==> src/rtl/pipeline_pkg.sv <==
// Shared pipeline definitions: ID/EX and EX/MEM word layouts, ALU codes, execute FSM states.
// Latency: n/a (types and constants only).
// Backpressure: n/a.
package pipeline_pkg;

  localparam int DATA_W  = 32;
  localparam int REG_W   = 5;
  localparam int IDEX_W  = 120;
  localparam int EXMEM_W = 75;

  // ALUOp encodings from the decode stage
  localparam logic [1:0] ALUOP_ADD   = 2'b00;  // load/store address
  localparam logic [1:0] ALUOP_SUB   = 2'b01;  // branch compare
  localparam logic [1:0] ALUOP_RTYPE = 2'b10;  // decode funct
  localparam logic [1:0] ALUOP_ADDI  = 2'b11;  // immediate add

  // R-type funct codes
  localparam logic [5:0] FUNCT_ADD = 6'h20;
  localparam logic [5:0] FUNCT_SUB = 6'h22;
  localparam logic [5:0] FUNCT_AND = 6'h24;
  localparam logic [5:0] FUNCT_OR  = 6'h25;
  localparam logic [5:0] FUNCT_NOR = 6'h27;
  localparam logic [5:0] FUNCT_SLT = 6'h2A;
  localparam logic [5:0] FUNCT_MUL = 6'h18;

  // Multiplier step index whose completion ends the multiply
  localparam logic [4:0] MUL_LAST_STEP = 5'd31;

  typedef enum logic [1:0] {
    ST_IDLE = 2'd0,
    ST_BUSY = 2'd1,
    ST_DONE = 2'd2
  } ex_state_e;

  // ID/EX word, MSB first: field positions are fixed by this ordering
  typedef struct packed {
    logic              reg_write;   // [119]
    logic              mem_to_reg;  // [118]
    logic              mem_write;   // [117]
    logic              mem_read;    // [116]
    logic [1:0]        alu_op;      // [115:114]
    logic              reg_dst;     // [113]
    logic              alu_src;     // [112]
    logic [5:0]        funct;       // [111:106]
    logic [REG_W-1:0]  rd;          // [105:101]
    logic [REG_W-1:0]  rt;          // [100:96]
    logic [DATA_W-1:0] imm;         // [95:64]
    logic [DATA_W-1:0] rd2;         // [63:32]
    logic [DATA_W-1:0] rd1;         // [31:0]
  } idex_t;

  // EX/MEM word, MSB first
  typedef struct packed {
    logic              reg_write;   // [74]
    logic              mem_write;   // [73]
    logic              mem_to_reg;  // [72]
    logic              mem_read;    // [71]
    logic [1:0]        rsvd;        // [70:69] always zero
    logic [REG_W-1:0]  wreg;        // [68:64]
    logic [DATA_W-1:0] wdata;       // [63:32]
    logic [DATA_W-1:0] result;      // [31:0]
  } exmem_t;

  // Controls of a multiply captured at issue, replayed when the product lands
  typedef struct packed {
    logic              reg_write;
    logic              mem_write;
    logic              mem_to_reg;
    logic              mem_read;
    logic [REG_W-1:0]  wreg;
    logic [DATA_W-1:0] wdata;
  } mul_ctrl_t;

  localparam exmem_t EXMEM_BUBBLE = '0;

endpackage

==> src/rtl/seq_multiplier.sv <==
// Iterative 32-step shift-add multiplier, low 32 bits of the product.
// Latency: start edge loads operands, then 32 step edges; done_o high the cycle after the last step.
// Backpressure: none; caller must not pulse start_i while busy_o is high.
// Ports: clk, rst_n (sync, active-low), start_i, a_i/b_i operands,
//        busy_o, done_o, product_o (accumulator), count_o (current step index).
module seq_multiplier
  import pipeline_pkg::*;
(
  input  logic              clk,
  input  logic              rst_n,
  input  logic              start_i,
  input  logic [DATA_W-1:0] a_i,
  input  logic [DATA_W-1:0] b_i,
  output logic              busy_o,
  output logic              done_o,
  output logic [DATA_W-1:0] product_o,
  output logic [4:0]        count_o
);

  logic [DATA_W-1:0] acc_q, acc_d;
  logic [DATA_W-1:0] mcand_q, mcand_d;
  logic [DATA_W-1:0] mplier_q, mplier_d;
  logic [4:0]        count_q, count_d;
  logic              busy_q, busy_d;
  logic              done_q, done_d;

  always_comb begin
    acc_d    = acc_q;
    mcand_d  = mcand_q;
    mplier_d = mplier_q;
    count_d  = count_q;
    busy_d   = busy_q;
    done_d   = 1'b0;
    if (start_i) begin
      acc_d    = '0;
      mcand_d  = a_i;
      mplier_d = b_i;
      count_d  = '0;
      busy_d   = 1'b1;
    end else if (busy_q) begin
      if (mplier_q[0]) begin
        acc_d = acc_q + mcand_q;
      end
      // bits shifted past bit 31 cannot reach the low product word
      mcand_d  = mcand_q << 1;
      mplier_d = mplier_q >> 1;
      count_d  = count_q + 5'd1;
      if (count_q == MUL_LAST_STEP) begin
        busy_d = 1'b0;
        done_d = 1'b1;
      end
    end
  end

  always_ff @(posedge clk) begin
    if (!rst_n) begin
      acc_q    <= '0;
      mcand_q  <= '0;
      mplier_q <= '0;
      count_q  <= '0;
      busy_q   <= 1'b0;
      done_q   <= 1'b0;
    end else begin
      acc_q    <= acc_d;
      mcand_q  <= mcand_d;
      mplier_q <= mplier_d;
      count_q  <= count_d;
      busy_q   <= busy_d;
      done_q   <= done_d;
    end
  end

  assign busy_o    = busy_q;
  assign done_o    = done_q;
  assign product_o = acc_q;
  assign count_o   = count_q;

endmodule

==> src/rtl/execute_stage.sv <==
// MIPS execute stage: ALU on the ID/EX word, registered EX/MEM word; mul via iterative multiplier.
// Latency: 1 clock for ALU ops; mul lands 34 edges after presentation (33 bubbles first).
// Backpressure: stall holds upstream while a mul is issued or in progress; downstream gets bubbles.
// Ports: clk, rst_n (sync, active-low), inValid, IDEXReg[119:0] in; stall, EXMEMReg[74:0] out.
module execute_stage
  import pipeline_pkg::*;
(
  input  logic               clk,
  input  logic               rst_n,
  input  logic               inValid,
  input  logic [IDEX_W-1:0]  IDEXReg,
  output logic               stall,
  output logic [EXMEM_W-1:0] EXMEMReg
);

  idex_t             idex;
  logic [DATA_W-1:0] op_b;
  logic [DATA_W-1:0] alu_res;
  logic              is_mul;
  logic [REG_W-1:0]  wreg;
  exmem_t            alu_word;

  ex_state_e         state_q, state_d;
  exmem_t            ex_mem_q, ex_mem_d;
  mul_ctrl_t         held_q, held_d;
  logic              mul_start;

  logic              mul_busy;
  logic              mul_done;
  logic [DATA_W-1:0] mul_product;
  logic [4:0]        mul_count;

  assign idex = IDEXReg;

  // ---------------- combinational ALU and field muxing ----------------
  always_comb begin
    op_b    = idex.alu_src ? idex.imm : idex.rd2;
    alu_res = '0;
    is_mul  = 1'b0;
    case (idex.alu_op)
      ALUOP_ADD, ALUOP_ADDI: alu_res = idex.rd1 + op_b;
      ALUOP_SUB:             alu_res = idex.rd1 - op_b;
      ALUOP_RTYPE: begin
        case (idex.funct)
          FUNCT_ADD: alu_res = idex.rd1 + op_b;
          FUNCT_SUB: alu_res = idex.rd1 - op_b;
          FUNCT_AND: alu_res = idex.rd1 & op_b;
          FUNCT_OR:  alu_res = idex.rd1 | op_b;
          FUNCT_NOR: alu_res = ~(idex.rd1 | op_b);
          FUNCT_SLT: alu_res = {31'd0, $signed(idex.rd1) < $signed(op_b)};
          FUNCT_MUL: is_mul  = 1'b1;
          default:   alu_res = '0;  // unknown funct: zero result, controls still pass
        endcase
      end
      default: alu_res = '0;
    endcase
  end

  assign wreg = idex.reg_dst ? idex.rd : idex.rt;

  always_comb begin
    alu_word            = EXMEM_BUBBLE;
    alu_word.reg_write  = idex.reg_write;
    alu_word.mem_write  = idex.mem_write;
    alu_word.mem_to_reg = idex.mem_to_reg;
    alu_word.mem_read   = idex.mem_read;
    alu_word.wreg       = wreg;
    alu_word.wdata      = idex.rd2;
    alu_word.result     = alu_res;
  end

  // ---------------- multiplier ----------------
  seq_multiplier u_mul (
    .clk       (clk),
    .rst_n     (rst_n),
    .start_i   (mul_start),
    .a_i       (idex.rd1),
    .b_i       (idex.rd2),
    .busy_o    (mul_busy),
    .done_o    (mul_done),
    .product_o (mul_product),
    .count_o   (mul_count)
  );

  // ---------------- FSM: state register ----------------
  always_ff @(posedge clk) begin
    if (!rst_n) begin
      state_q <= ST_IDLE;
    end else begin
      state_q <= state_d;
    end
  end

  // ---------------- FSM: next state ----------------
  always_comb begin
    state_d = state_q;
    case (state_q)
      ST_IDLE: if (inValid && is_mul) state_d = ST_BUSY;
      ST_BUSY: if (mul_busy && (mul_count == MUL_LAST_STEP)) state_d = ST_DONE;
      ST_DONE: state_d = ST_IDLE;
      default: state_d = ST_IDLE;
    endcase
  end

  // ---------------- FSM: outputs ----------------
  always_comb begin
    stall     = 1'b0;
    mul_start = 1'b0;
    ex_mem_d  = EXMEM_BUBBLE;
    held_d    = held_q;
    case (state_q)
      ST_IDLE: begin
        if (inValid) begin
          if (is_mul) begin
            stall     = 1'b1;
            mul_start = 1'b1;
            held_d    = '{reg_write:  idex.reg_write,
                          mem_write:  idex.mem_write,
                          mem_to_reg: idex.mem_to_reg,
                          mem_read:   idex.mem_read,
                          wreg:       wreg,
                          wdata:      idex.rd2};
          end else begin
            ex_mem_d = alu_word;
          end
        end
      end
      ST_BUSY: stall = 1'b1;
      ST_DONE: begin
        // stall stays low here so upstream advances on the product edge
        if (mul_done) begin
          ex_mem_d = '{reg_write:  held_q.reg_write,
                       mem_write:  held_q.mem_write,
                       mem_to_reg: held_q.mem_to_reg,
                       mem_read:   held_q.mem_read,
                       rsvd:       2'b00,
                       wreg:       held_q.wreg,
                       wdata:      held_q.wdata,
                       result:     mul_product};
        end
      end
      default: ex_mem_d = EXMEM_BUBBLE;
    endcase
  end

  // ---------------- EX/MEM and held-control registers ----------------
  always_ff @(posedge clk) begin
    if (!rst_n) begin
      ex_mem_q <= EXMEM_BUBBLE;
      held_q   <= '0;
    end else begin
      ex_mem_q <= ex_mem_d;
      held_q   <= held_d;
    end
  end

  assign EXMEMReg = ex_mem_q;

endmodule

==> config.mk <==
export PLATFORM = sky130hd
export DESIGN_NAME = execute_stage
export DESIGN_NICKNAME = d
export VERILOG_FILES = /design/src/rtl/pipeline_pkg.sv /design/src/rtl/seq_multiplier.sv /design/src/rtl/execute_stage.sv
export SDC_FILE = /design/constraint.sdc
export NUM_CORES = 1
export LEC_CHECK = 0
export BUFFER_PORTS_ARGS = -buffer_cell sky130_fd_sc_hd__buf_2
export CAP_MARGIN = 10
export CORE_MARGIN = 2
export CORE_UTILIZATION = 35
export DETAILED_ROUTE_END_ITERATION = 12
export GPL_TIMING_DRIVEN = 0
export PLACE_DENSITY = 0.58
export SLEW_MARGIN = 20
export SYNTH_ARGS = -nofsm -noshare
export SYNTH_HDL_FRONTEND = slang
export SYNTH_HIERARCHICAL = 1
export SYNTH_SLANG_ARGS = --single-unit
==> constraint.sdc <==
create_clock -name clk -period 5 [get_ports clk]
set_input_delay 0.75 -clock clk [delete_from_list [all_inputs] [get_ports clk]]
set_output_delay 0.75 -clock clk [all_outputs]
set_load 0.01 [all_outputs]
## After elaboration in Yosys (flattened, before gate mapping)

Index checks and enable logic that the tools add are counted.

| word-level totals | value |
|---|---|
| output and inout bits | 76 |
| flip-flop bits (word level) | 221 |
| word-level logic and storage cells | 82 |
| bits of input ports | 123 |

| cells by class | value |
|---|---|
| eq/ne operators | 15 |
| reduce and logical (&&, ||, !) cells | 11 |
| mux-type cells | 25 |
| add/sub/neg operators | 4 |
| order comparisons | 1 |
| bitwise operators | 5 |

Operators with widths:

| cell | number |
|---|---|
| $mux W75 | 3 |
| $pmux W32 S6 | 1 |
| $mux W32 | 5 |
| $pmux W75 S2 | 1 |
| $pmux W32 S3 | 1 |
| $add A32 B32 Y32 | 2 |
| $eq A6 B6 Y1 const B | 6 |
| $and A32 B32 Y32 | 1 |
| $lt A32 B32 Y1 | 1 |
| $not A32 Y32 | 1 |
| $or A32 B32 Y32 | 1 |
| $sub A32 B32 Y32 | 1 |
| $mux W1 | 9 |
| $eq A2 B2 Y1 const B | 3 |
| $eq A6 B5 Y1 const B | 1 |
| $add A5 B1 Y5 const B | 1 |
| $eq A5 B5 Y1 const B | 1 |
| $mux W5 | 1 |
| $eq A2 B1 Y1 const B | 2 |
| $logic_not A2 Y1 | 2 |
| $mux W2 | 2 |
| $ne A2 B2 Y1 const B | 2 |
| $pmux W2 S2 | 1 |
| $reduce_and A2 Y1 | 2 |
| other kinds (7) | 10 |

## Longest topological paths before layout

| logic depth | value |
|---|---|
| depth in word-level cells | 8 |
| gate-level depth with buffers | 16 |

## Cells and area by module

Netlist, hierarchy kept.

Modules (own cells, without submodules):

| module | instances | cells each | sequential area each (µm²) | area an instance (µm²) |
|---|---|---|---|---|
| execute_stage | 1 | 1318 | 2322.2 | 9761.9 |
| seq_multiplier | 1 | 745 | 2062.0 | 6050.8 |

## Worst setup path after synthesis

OpenSTA, ideal clock, no wires.

| timing | value |
|---|---|
| path type | input to register |
| start | input IDEXReg[112] |
| end | register ex_mem_q (netlist bit EXMEMReg[30]) |
| library setup time | 0.117 ns |
| required time | 4.883 ns |
| arrival time | 4.096 ns |
| stages on the path | 14 |
| path slack | 0.787 ns |
| cell sequence | clkbuf_1 > buf_1 > mux2i_1 > fa_1 > nor2b_1 > o211ai_1 > a2111oi_2 > o211ai_2 > a21oi_2 > nor4_2 > o31ai_2 > a21oi_1 > a211o_1 > a32o_1 |

| on the way | value |
|---|---|
| word-level cells in the longest chain between the ends | 8 |
| elaborated cells between the ends (all ways) | 11 |
| classes of those cells | add/sub: 2; mux: 6; bitwise: 3 |

RTL lines:

| what | RTL line | text |
|---|---|---|
| from (decl) | execute_stage.sv:11 | `input logic [IDEX_W-1:0] IDEXReg,` |
| $mux W32 * | execute_stage.sv:37 | `op_b = idex.alu_src ? idex.imm : idex.rd2;` |
| parallel branches: the longest is 3 deep, another holds $sub A32 B32 Y32 | - |  |
| $pmux W32 S3 * | execute_stage.sv:40 | `case (idex.alu_op)` |
| $mux W75 * | execute_stage.sv:114 | `if (is_mul) begin` |
| $mux W75 * | execute_stage.sv:113 | `if (inValid) begin` |
| $pmux W75 S2 * | execute_stage.sv:111 | `case (state_q)` |
| to (signal assigned) | execute_stage.sv:152 | `ex_mem_q <= ex_mem_d;` |
| to (decl) | execute_stage.sv:24 | `exmem_t ex_mem_q, ex_mem_d;` |

Every way passes the cells marked *.
A chain may end at the register's enable or synchronous reset.

## Final worst setup path

| timing | value |
|---|---|
| start | input IDEXReg[112] |
| end | register ex_mem_q (netlist bit EXMEMReg[31]) |

Same word-level chain as after synthesis.

==> metrics.md <==
| Metric | Value |
|---|---|
| Status | finished clean |
| P&R area growth vs syn | 16.6% |
| Most used cell, CP | o21ai_1 |
| Async SR Flop Fraction | 0% |
| Critical-path top delay cell | clkdlybuf4s15_2 |
| Detailed Route Iter0 Violations | 1525 |
| Layout cells sized above 1 | 11.9% |
| Clock power frac | 40.1% |
| CP required | 5.39 ns |
| DR WL/cell | 22.2 microns |
| Final layout net count | 2559 |
| Die Area | 46900 sq um |
| Largest net degree at the start of global routing | 16 |
| Top-area cell type share of the netlist area | 27.7% |
| Mapped Cells | 2063 |
| Slew @ Worst Pin | 1.10 ns |
| CP Launch Type | input pin |
| Setup Skew | 0.0193 ns |
| Antenna-violating nets left | 0 |
| CTS tree | yes |
| HPWL after DPL | 51000 microns |
| Core ar. | 44400 sq um |
| Initial antenna violation count | 0 |
| Ant diodes | 0 |
| HP Class | reg2reg |
| Num rows | 77 |
| Critical path fanouts, max | 10 |
| Dpl cells | 2849 |
| Net Sw Frac | 31.4% |
| Commonest non-fill, non-tap cell in the layout | nand2_1 |
| Global-route wire length before repair | 94200 microns |
| Worst skew pair latency | 0.55 ns |
| Fmax | 201 MHz |
| DRT Pass-1 Iters | 6 |
| Max-slew violation count | 0 |
| Cells along the critical path | clkbuf_2, clkdlybuf4s15_2, mux2i_1, ha_1, a21o_1, o21bai_1, o21ai_1, o211ai_1, or3_1, o21ai_1, o31ai_1, xor2_1, o221ai_1, nor3b_1 |
| Sequential power share | 36.2% |
| RSZ-0062 raised after global routing | false |
| Power density over cell area | 268 nW/um^2 |
| CTS clk-pin slew, worst paths | 0.06 ns |
| Worst relative slew slack | 26.8% |
| Most frequent cells in the layout | nand2_1, dfxtp_1, buf_2 |
| Placed cell area | 17500 sq um |
| Final min period | 4.98 ns |
| Area leader, netlist | dfxtp_1 |
| Post-route cell area | 18400 sq um |
| Root buf cell | clkbuf_16 |
| Vias per cell | 5.62 |
| Die Ht | 217 microns |
| Pint | 3400 uW |
| Crit path kind | in2reg |
| Period utilization | 99.6% |
| TritonCTS Buffers | 27 |
| Leakage | 0.00770 uW |
| Final non-filler cell total | 2893 |
| Final hold vios | 0 |
| Psw | 1550 uW |
| CTS Buffer Depth | 3 |
| DRT Wirelength | 64200 microns |
| Flops & latches, synth | 219 |
| # clock sinks | 219 |
| Starting Density | 35.6% |
| Port Buffers | 192 |
| Gpl congestion | 0.934 |
| Combinational Power Share | 23.7% |
| Via count of the first global-routing pass | 15300 |
| Grt ovf | 0 |
| Setup Viol. Count Final | 0 |
| Top_reg_cell synth | dfxtp_1 |
| DRC viols | 0 |
| H-Tree Depth | 1 |
| Warnings, synthesis | 6 |
| Worst Path Arrival | 5.37 ns |
| Register area share after synthesis | 27.7% |
| Max Cap Viol | 0 |
| Mean Syn Cell Area | 7.66 sq um |
| Tot GR Track Use | 26.4% |
| Via Count | 16300 |
| Critical path capture point type | register |
| Mapped cell area | 15800 sq um |
| Worst stage delay on the critical path | 0.57 ns |
| Peak VDD IR | 186 uV |
| Post-synth EDFFs | 0 |
| Synth unique cells | 92 |
| IO Count | 199 |
| Setup Buffers After CTS | 0 |
| Die Width | 217 microns |
| Top post-synthesis cells by area | dfxtp_1, ha_1, nand2_1 |
[registers in the layout, summed over array words and instances (netlist names)]
register,count
u_mul/done_o,1
u_mul/mplier_q,32
u_mul/busy_o,1
state_q,2
u_mul/count_o,5
held_q,41
EXMEMReg,73
u_mul/product_o,32
u_mul/mcand_q,32
[layout make-up]
class	instances	area (sq um)
fill	4594	26000
multi-input combinational	1601	10500
sequential	219	4380
timing repair buffer	193	968
clock buffer	39	771
tap	592	741
buffer	122	502
inverter	121	454
clock inverter	6	113
[power by group through the flow]
stage | Combinational, uW | Clock, uW | Sequential, uW
global placement | 1140 | 0 | 1830
global route | 1250 | 2110 | 1790
floorplan | 690 | 0 | 1850
finish | 1170 | 1990 | 1790
CTS | 1150 | 2020 | 1790
detailed placement | 1140 | 0 | 1830
[metal layers]
layer  routed length, microns  vias to the layer above  track usage, %
li1                         -                     7686               -
met1                    28600                     7776            36.2
met2                    28600                      696            42.4
met3                     4940                       99            3.97
met4                     2080                        0            8.84
met5                        0                        -               0
[timing repair]
| action | in CTS | in global routing |
|---|---|---|
| gates resized for setup | 8 | 1 |
| hold buffers | 0 | 0 |
| endpoints found under the hold margin | 0 | 0 |
| endpoints found under the setup margin | 20 | 10 |
[path summary, 6_finish.rpt]
path,start,end,slack [ns],depth (start not counted)
hold / removal,held_q[11],held_q[11],0.45,2
setup / recovery,IDEXReg[112],EXMEMReg[31],0.02,14
setup reg to reg,state_q[0],u_mul/mcand_q[25],1.09,10
hold reg to reg,held_q[11],held_q[11],0.45,2
[cells in the mapped netlist, types with 12 or more instances]
| cell type | instances |
|---|---|
| nand2_1 | 275 |
| dfxtp_1 | 219 |
| a21oi_1 | 168 |
| nor2_1 | 157 |
| ha_1 | 148 |
| o21ai_0 | 140 |
| inv_1 | 115 |
| mux2i_1 | 103 |
| clkbuf_1 | 101 |
| and2_1 | 69 |
| a22oi_1 | 53 |
| xnor2_1 | 46 |
| nand3_1 | 45 |
| a211oi_1 | 32 |
| a21o_1 | 27 |
| a31oi_1 | 25 |
| nor3_1 | 24 |
| o21ai_1 | 23 |
| o22ai_1 | 19 |
| buf_1 | 18 |
| nor2b_1 | 17 |
| o21bai_1 | 16 |
| xor2_1 | 16 |
| o211ai_1 | 14 |
| nand4_1 | 12 |
[stage by stage]
stage / power [uW] / worst slack, ns / utilization, % / hold WS [ns] / setup TNS, ns
CTS: 4960 / 0.129 / 41.5 / 0.447 / 0
global route: 5150 / 0.00663 / 41.5 / 0.461 / 0
global placement: 2960 / -0.919 / 39.4 / 0.442 / -22.03
detailed placement: 2970 / -0.835 / 39.5 / 0.446 / -22.38
floorplan: 2540 / 0.787 / - / 0.436 / 0
finish: 4950 / 0.0208 / 41.5 / 0.452 / 0
[cells by family after synthesis]
logic type      synth area share [%]
flops                           27.7
xor+xnor                        3.43
simple gates                    19.5
mux                             6.66
compound gates                  24.6
other cells                   0.0237
buf+inv                         5.91
fa+ha+maj                       12.1
[critical path, delay by kind of cell]
family,cells,cell delay [ns]
AOI/OAI and AO/OA,7,1.81
buffers and inverters,2,0.84
and+or+nand+nor,2,0.83
muxes,1,0.55
adders and majority gates,1,0.39
xor gates and xnor gates,1,0.18
(Power assumes the default switching activity.)
